`config.mk`:
```
export PLATFORM = sky130hd
export DESIGN_NAME = forward_control
export DESIGN_NICKNAME = d
export VERILOG_FILES = /design/src/rtl/pipeline_pkg.sv /design/src/rtl/hazard_compare.sv /design/src/rtl/forward_control.sv
export SDC_FILE = /design/constraint.sdc
export NUM_CORES = 1
export LEC_CHECK = 0
export ABC_CLOCK_PERIOD_IN_PS = 5200
export CAP_MARGIN = 30
export CELL_PAD_IN_SITES_DETAIL_PLACEMENT = 2
export CELL_PAD_IN_SITES_GLOBAL_PLACEMENT = 2
export CORE_MARGIN = 2
export CORE_UTILIZATION = 33
export CTS_CLUSTER_SIZE = 40
export DETAILED_ROUTE_END_ITERATION = 8
export GPL_TIMING_DRIVEN = 0
export PLACE_DENSITY = 0.8
export SYNTH_ARGS = -nofsm -noshare
export SYNTH_HDL_FRONTEND = slang
export SYNTH_HIERARCHICAL = 1
export SYNTH_SLANG_ARGS = --single-unit
```
`constraint.sdc`:
```
create_clock -name clock -period 5.2 [get_ports clock]
set_input_delay 0.78 -clock clock [delete_from_list [all_inputs] [get_ports clock]]
set_output_delay 0.78 -clock clock [all_outputs]
set_load 0.05 [all_outputs]
```
`src/rtl/pipeline_pkg.sv`:
```
// Shared pipeline types for the forwarding/hazard logic: the shadow-slot
// record, the operand-mux select encodings, and the hard-wired zero register.
package pipeline_pkg;

    typedef struct packed {
        logic       valid;
        logic [4:0] rd;
        logic       is_load;
    } slot_t;

    localparam logic [1:0] FWD_REGFILE = 2'b00;
    localparam logic [1:0] FWD_MEM     = 2'b01;
    localparam logic [1:0] FWD_WB      = 2'b10;

    localparam logic [4:0] REG_ZERO = 5'd0;

    // A slot supplies a source only if the source is really read and is not r0.
    function automatic logic slot_hits(input slot_t slot, input logic [4:0] src,
                                       input logic uses);
        return uses && (src != REG_ZERO) && slot.valid && (slot.rd == src);
    endfunction

endpackage

```
`src/rtl/hazard_compare.sv`:
```
// Per-operand comparator: chooses the forwarding source for one source
// register and flags a dependency on a load that is still in the ex slot.
module hazard_compare
    import pipeline_pkg::*;
(
    input  logic [4:0] src,
    input  logic       uses,
    input  slot_t      ex_slot,
    input  slot_t      mem_slot,
    output logic [1:0] sel,
    output logic       load_hit
);

    logic hit_ex;
    logic hit_mem;
    logic unused_mem_is_load;

    assign hit_ex   = slot_hits(ex_slot, src, uses);
    assign hit_mem  = slot_hits(mem_slot, src, uses);
    assign load_hit = hit_ex & ex_slot.is_load;

    // A load in the mem slot forwards like any other result.
    assign unused_mem_is_load = mem_slot.is_load;

    // NOTE: every output gets a default first so no path through the block
    // leaves sel unassigned and infers a latch.
    always_comb begin
        sel = FWD_REGFILE;
        if (hit_ex)
            sel = FWD_MEM;
        else if (hit_mem)
            sel = FWD_WB;
    end

endmodule

```
`src/rtl/forward_control.sv`:
```
// Forwarding and load-use interlock control: tracks the destinations of the
// three instructions ahead of decode and registers the EX operand selects.
module forward_control
    import pipeline_pkg::*;
#(
    parameter int COUNT_W = 16
) (
    input  logic               clock,
    input  logic               reset_n,
    input  logic               issue_valid,
    input  logic [4:0]         issue_rs,
    input  logic [4:0]         issue_rt,
    input  logic               issue_uses_rs,
    input  logic               issue_uses_rt,
    input  logic [4:0]         issue_rd,
    input  logic               issue_writes,
    input  logic               issue_is_load,
    input  logic               flush,
    output logic [1:0]         fwd_a_sel,
    output logic [1:0]         fwd_b_sel,
    output logic               stall,
    output logic [COUNT_W-1:0] stall_count
);

    slot_t      issue_slot;
    slot_t      ex_slot;
    slot_t      mem_slot;
    slot_t      wb_slot;
    logic [1:0] sel_a;
    logic [1:0] sel_b;
    logic       load_hit_a;
    logic       load_hit_b;
    logic       advance;
    logic       unused_wb;

    assign issue_slot.valid   = issue_valid & issue_writes & (issue_rd != REG_ZERO);
    assign issue_slot.rd      = issue_rd;
    assign issue_slot.is_load = issue_is_load;

    hazard_compare u_cmp_a (
        .src      (issue_rs),
        .uses     (issue_uses_rs),
        .ex_slot  (ex_slot),
        .mem_slot (mem_slot),
        .sel      (sel_a),
        .load_hit (load_hit_a)
    );

    hazard_compare u_cmp_b (
        .src      (issue_rt),
        .uses     (issue_uses_rt),
        .ex_slot  (ex_slot),
        .mem_slot (mem_slot),
        .sel      (sel_b),
        .load_hit (load_hit_b)
    );

    // The interlock looks only at the ex slot, never at the registered selects.
    assign stall   = issue_valid & (load_hit_a | load_hit_b);
    assign advance = issue_valid & ~stall & ~flush;

    // The wb slot mirrors the write-back stage; nothing forwards from it yet.
    assign unused_wb = ^wb_slot;

    // NOTE: non-blocking assignments let wb and mem sample the pre-edge values
    // of the slot ahead, so the shift works regardless of statement order.
    always_ff @(posedge clock or negedge reset_n) begin
        if (!reset_n) begin
            ex_slot   <= '0;
            mem_slot  <= '0;
            wb_slot   <= '0;
            fwd_a_sel <= FWD_REGFILE;
            fwd_b_sel <= FWD_REGFILE;
        end else begin
            wb_slot   <= mem_slot;
            mem_slot  <= ex_slot;
            ex_slot   <= advance ? issue_slot : '0;
            fwd_a_sel <= advance ? sel_a : FWD_REGFILE;
            fwd_b_sel <= advance ? sel_b : FWD_REGFILE;
        end
    end

    always_ff @(posedge clock or negedge reset_n) begin
        if (!reset_n)
            stall_count <= '0;
        else if (stall && (stall_count != '1))
            stall_count <= stall_count + 1'b1;
    end

endmodule

```
==> impl_metrics.json, run 1 <==
{
  "max_slew_margin_pct": 50.5,
  "regArea_um2": 826,
  "drt_iter0_drc": 25,
  "setup_tns_ns": 0,
  "num_vias": 1261,
  "core_area_mm2": 0.00479,
  "criticalPathCategory": "in -> out",
  "r2r-start": "ex_slot[5]",
  "num_io_pins": 44,
  "area_delta_synth_final_pct": 35.7,
  "cp_max_fo": 6,
  "final_antenna_net_count": 0,
  "gr-total-overflow": 0,
  "diodes": 0,
  "fillCellCount": 501,
  "hold_start": "ex_slot[6]",
  "initial_utilization_pct": 34.6,
  "grt_use_total_pct": 18.4,
  "dr.pass1.iters": 4,
  "cts_sinks": 33,
  "outcome": "finished clean",
  "htreeDepth": 2,
  "syn_nets": 165,
  "crit_required_ns": 4.42,
  "power_density_mw_per_mm2": 223,
  "die_h_um": 74.9,
  "rrSetupSlack_ns": 2.56,
  "hold_class": "reg -> reg",
  "syn_area_mm2": 0.00166,
  "finalNonFillerCells": 259,
  "rsz0062_at_grt": "no",
  "start_kind": "input pin",
  "vias_per_cell": 4.87,
  "vdd_ir_drop_max_mv": 0.120,
  "cts_setup_buffers": 0,
  "drc_errors": 0,
  "clk_latency_ns": 0.29,
  "tightest_slew_ns": 0.743,
  "drv_cap": 0,
  "final_common_cell": "clkdlybuf4s50_1",
  "cts_root_buffer": "clkbuf_8",
  "fmax_mhz": 236,
  "die_w_um": 74.9,
  "grt_pass1_vias": 1442,
  "avgRoutedWirePerCell_um": 17.2,
  "tritoncts": "done",
  "io_buffer_count": 43,
  "hold_buffers": 0,
  "min_to": "mem_slot[6]",
  "fp-row-count": 25,
  "post-route-min-period_ns": 4.24,
  "final_max_slew_viol_count": 0,
  "dp.cells": 251,
  "routed_wl_um": 4460,
  "synthCells": 141,
  "gp_congestion": 0.857,
  "nets": 215,
  "r2r_end": "stall_count[12]",
  "multi_input_area_um2": 805,
  "drive_gt1_share_pct": 13.0,
  "rr_worst_depth": 9,
  "leakage_nw": 1.04,
  "synth_warnings": 6,
  "path_clk_slew_ns": 0.07,
  "cts_resized": 0,
  "hpwl_um": 3470,
  "hold_viol_final": 0,
  "grt_max_degree": 34,
  "clock_skew_ns": 0.00250,
  "crit_path_end_kind": "output port",
  "cts_buffers": 5,
  "mostFrequentLayoutCells": "clkdlybuf4s50_1 (42), dfrtp_1 (33), xor2_1 (23)",
  "hold_depth": 0,
  "avgSynthCellArea_um2": 11.8,
  "min_period_over_period_pct": 81.5,
  "die_area_mm2": 0.00561,
  "finalSetupViolCount": 0,
  "grt_first_pass_wirelength_um": 7500,
  "antenna_found_initial": 0,
  "arrival_ns": 3.46,
  "clockBufferDepth": 2
}
[registers in the layout, indices dropped and copies added, names as in the netlist]
register	flops
stall_count	16
ex_slot	7
mem_slot	6
fwd_a_sel	2
fwd_b_sel	2
[metrics by stage]
stage                     setup slack, ns  area (um^2)  hold WS [ns]  power, mW  util [%]
after floorplan                      2.15         1660         0.374      0.286         -
after global placement              0.990         2170         0.418      0.316      45.4
after detailed placement            0.944         2170         0.427      0.318      45.3
after CTS                           0.930         2250         0.442      0.510      47.0
after global routing                0.827         2250         0.465      0.524      47.0
final                               0.960         2250         0.453      0.501      47.0
[critical path, stage by stage]
cell	delay [ns]
clkdlybuf4s50_1	0.50
or4_4	0.58
o21ai_4	0.16
nor3_2	0.09
and2_1	0.17
o21ai_1	0.38
inv_1	0.09
clkdlybuf4s50_1	0.71
[power breakdown]
| group | internal [mW] | switching (mW) | total [mW] |
|---|---|---|---|
| Clock | 0.0927 | 0.0950 | 0.188 |
| Sequential | 0.261 | 0.00464 | 0.265 |
| Combinational | 0.0257 | 0.0223 | 0.0480 |
| Total | 0.379 | 0.122 | 0.501 |
[final cells by class]
type                    count  share of cell area (%)
clock inverters             2                   0.445
multi-input cells         103                    35.8
inverters                   1                   0.167
clock buffers               6                    3.23
well taps                  67                    3.73
repair buffers             43                    18.9
plain buffers               4                    1.06
flip-flops and latches     33                    36.7
[worst max path at each step]
stage          cells past startpoint    end  slack [ns]   startpoint
2_1_floorplan                      6  stall        2.15  issue_rt[1]
3_3_place_gp                       8  stall        0.99  issue_rt[1]
3_5_place_dp                       8  stall        0.94  issue_rs[1]
4_1_cts                            8  stall        0.93  issue_rs[1]
5_1_grt                            8  stall        0.83  issue_rs[1]
6_report                           8  stall        0.96  issue_rt[1]
[per-layer routing]
| layer | wire length [um] | vias up | GRT usage [%] |
|---|---|---|---|
| li1 | - | 590 | - |
| met3 | 125 | 5 | 4.15 |
| met5 | 0 | - | 0 |
| met4 | 50 | 0 | 4.76 |
| met1 | 1970 | 637 | 23.1 |
| met2 | 2320 | 29 | 32.0 |
Power figures use the tool's default switching activity.
==> run 2, diff against run 1 <==
Settings changed: ABC_CLOCK_PERIOD_IN_PS 5200 to 3800, CORE_UTILIZATION 33 to 28, PLACE_DENSITY 0.8 to 0.71.
Clock period 5.2 ns to 3.8 ns, I/O delays scaled along.
==> run 2 against run 1 <==
  * Sequential power up 37%
  * Critical path depth unchanged
  * Non-clock buffer count unchanged
  * Final cell count up 3.1%
  * Wire length down 3.0%
  * Combinational power up 37%
  * Clock skew up 0.0045 ns
  * Hold slack worse by 0.10 ns
  * Flip-flop and latch count unchanged
  * Register-to-register slack worse by 1.2 ns
  * Critical path type unchanged
==> impl_metrics.json, run 2 (synthesis results as in run 1) <==
{
  "crit_required_ns": 3.23,
  "grt_pass1_vias": 1461,
  "cp_cell_sequence": "clkdlybuf4s50_1 > or4_4 > o21ai_4 > nor3_2 > and2_1 > o21ai_2 > inv_1 > dlymetal6s2s_1",
  "area_delta_synth_final_pct": 36.7,
  "clockBufferDepth": 2,
  "crit_path_end": "stall",
  "cts_setup_buffers": 0,
  "drc_errors": 0,
  "clk_latency_ns": 0.28,
  "cp_top_family": "buffers and inverters",
  "rr_worst_depth": 9,
  "final_antenna_net_count": 0,
  "finalNonFillerCells": 267,
  "initial_utilization_pct": 28.5,
  "leakage_nw": 1.06,
  "whs_ns": 0.349,
  "antenna_found_initial": 0,
  "fmax_mhz": 299,
  "diodes": 0,
  "largest_register": "stall_count",
  "avgRoutedWirePerCell_um": 16.2,
  "grt_max_degree": 34,
  "final_max_slew_viol_count": 0,
  "rsz0062_at_grt": "no",
  "hold_class": "in -> async",
  "htreeDepth": 2,
  "criticalPathCategory": "in -> out",
  "cts_buffers": 5,
  "fillCellCount": 616,
  "arrival_ns": 2.77,
  "power_density_mw_per_mm2": 301,
  "crit_path_end_kind": "output port",
  "r2r_end": "stall_count[12]",
  "gr-total-overflow": 0,
  "vias_per_cell": 4.78,
  "num_io_pins": 44,
  "cp.buffers_inverters": 3,
  "min_period_over_period_pct": 88.0,
  "routed_wl_um": 4330,
  "dp.cells": 259,
  "fin_area_mm2": 0.00227,
  "grt_first_pass_wirelength_um": 7150,
  "cp_max_fo": 6,
  "slowest_stage": "or4_4",
  "start_kind": "input pin",
  "outcome": "finished clean",
  "num_vias": 1277,
  "drt_iter0_drc": 26,
  "power_mw": 0.681,
  "largest_register_ffs": 16,
  "utilization_pct": 39.0,
  "die_w_um": 80.9,
  "cts_root_buffer": "clkbuf_8",
  "slowest_delay_ns": 0.58,
  "vdd_ir_drop_max_mv": 0.0959,
  "path_clk_slew_ns": 0.07,
  "clock_skew_ns": 0.00704,
  "die_area_mm2": 0.00655,
  "max_slew_margin_pct": 50.6,
  "r2r-start": "ex_slot[4]",
  "tritoncts": "done",
  "mostFrequentLayoutCells": "clkdlybuf4s50_1 (41), dfrtp_1 (33), xor2_1 (23)",
  "rrSetupSlack_ns": 1.39,
  "hpwl_um": 3350,
  "startpoint": "issue_rt[1]",
  "gp_congestion": 0.824,
  "fp-row-count": 28,
  "path_depth": 8,
  "post-route-min-period_ns": 3.34,
  "io_buffer_count": 43,
  "core_area_mm2": 0.00582,
  "cts_sinks": 33,
  "die_h_um": 80.9,
  "placed_area_mm2": 0.00218,
  "hold_viol_final": 0,
  "drive_gt1_share_pct": 13.5,
  "dr.pass1.iters": 4,
  "drv_cap": 0,
  "reg_top3": "stall_count x16, ex_slot x7, mem_slot x6",
  "grt_use_total_pct": 14.6,
  "nets": 215,
  "finalSetupViolCount": 0,
  "final_common_cell": "clkdlybuf4s50_1",
  "tightest_slew_ns": 0.741
}
[run 2: worst min-delay path by stage]
stage                     from        endpoint
floorplan              reset_n      ex_slot[0]
global placement    ex_slot[6]     mem_slot[6]
global route           reset_n  stall_count[2]
detailed placement  ex_slot[6]     mem_slot[6]
finish                 reset_n  stall_count[1]
CTS                    reset_n  stall_count[6]
[run 2: worst reg2reg max path, delay by kind of cell (launching register included)]
kind | cells | cell delay, ns
buffers and inverters | 1 | 0.16
AND/OR/NAND/NOR | 5 | 1.29
XOR/XNOR | 2 | 0.35
flip-flops | 1 | 0.42
AO/OA/AOI/OAI | 1 | 0.13
[run 2: metal layers]
metal	part of all wire, %	GRT usage, %	up-vias
met3	4.9	3.78	5
met2	53	26.5	34
met4	1.1	4.58	0
met5	0	0	-
li1	-	-	587
met1	41	16.8	651
[run 2: area by class of cell]
cell class              count  area (um^2)  share of cell area (%)
multi-input cells         103          808                    35.7
repair buffers             43          428                    18.9
clock buffers               6         72.6                    3.20
flip-flops and latches     33          826                    36.4
inverters                   1         3.75                   0.166
clock inverters             2         10.0                   0.442
well taps                  75         93.8                    4.14
plain buffers               4         23.8                    1.05
[run 2: per-stage QoR]
step	TNS [ns]	worst slack, ns
2_1_floorplan	0	1.17
3_3_place_gp	-0.0791	-0.0791
3_5_place_dp	-0.118	-0.118
4_1_cts	0	0.0225
5_1_grt	0	0.315
6_report	0	0.455
[run 2: where the power goes]
part / total, mW / internal (mW) / switching, mW
combinational: 0.0659 / 0.0352 / 0.0307
clock: 0.254 / 0.127 / 0.127
sequential: 0.362 / 0.357 / 0.00515
[run 2: what timing repair did]
action,4_1_cts,5_1_grt
endpoints found under the setup margin,1,1
gates resized for setup,1,1
hold buffers,0,0
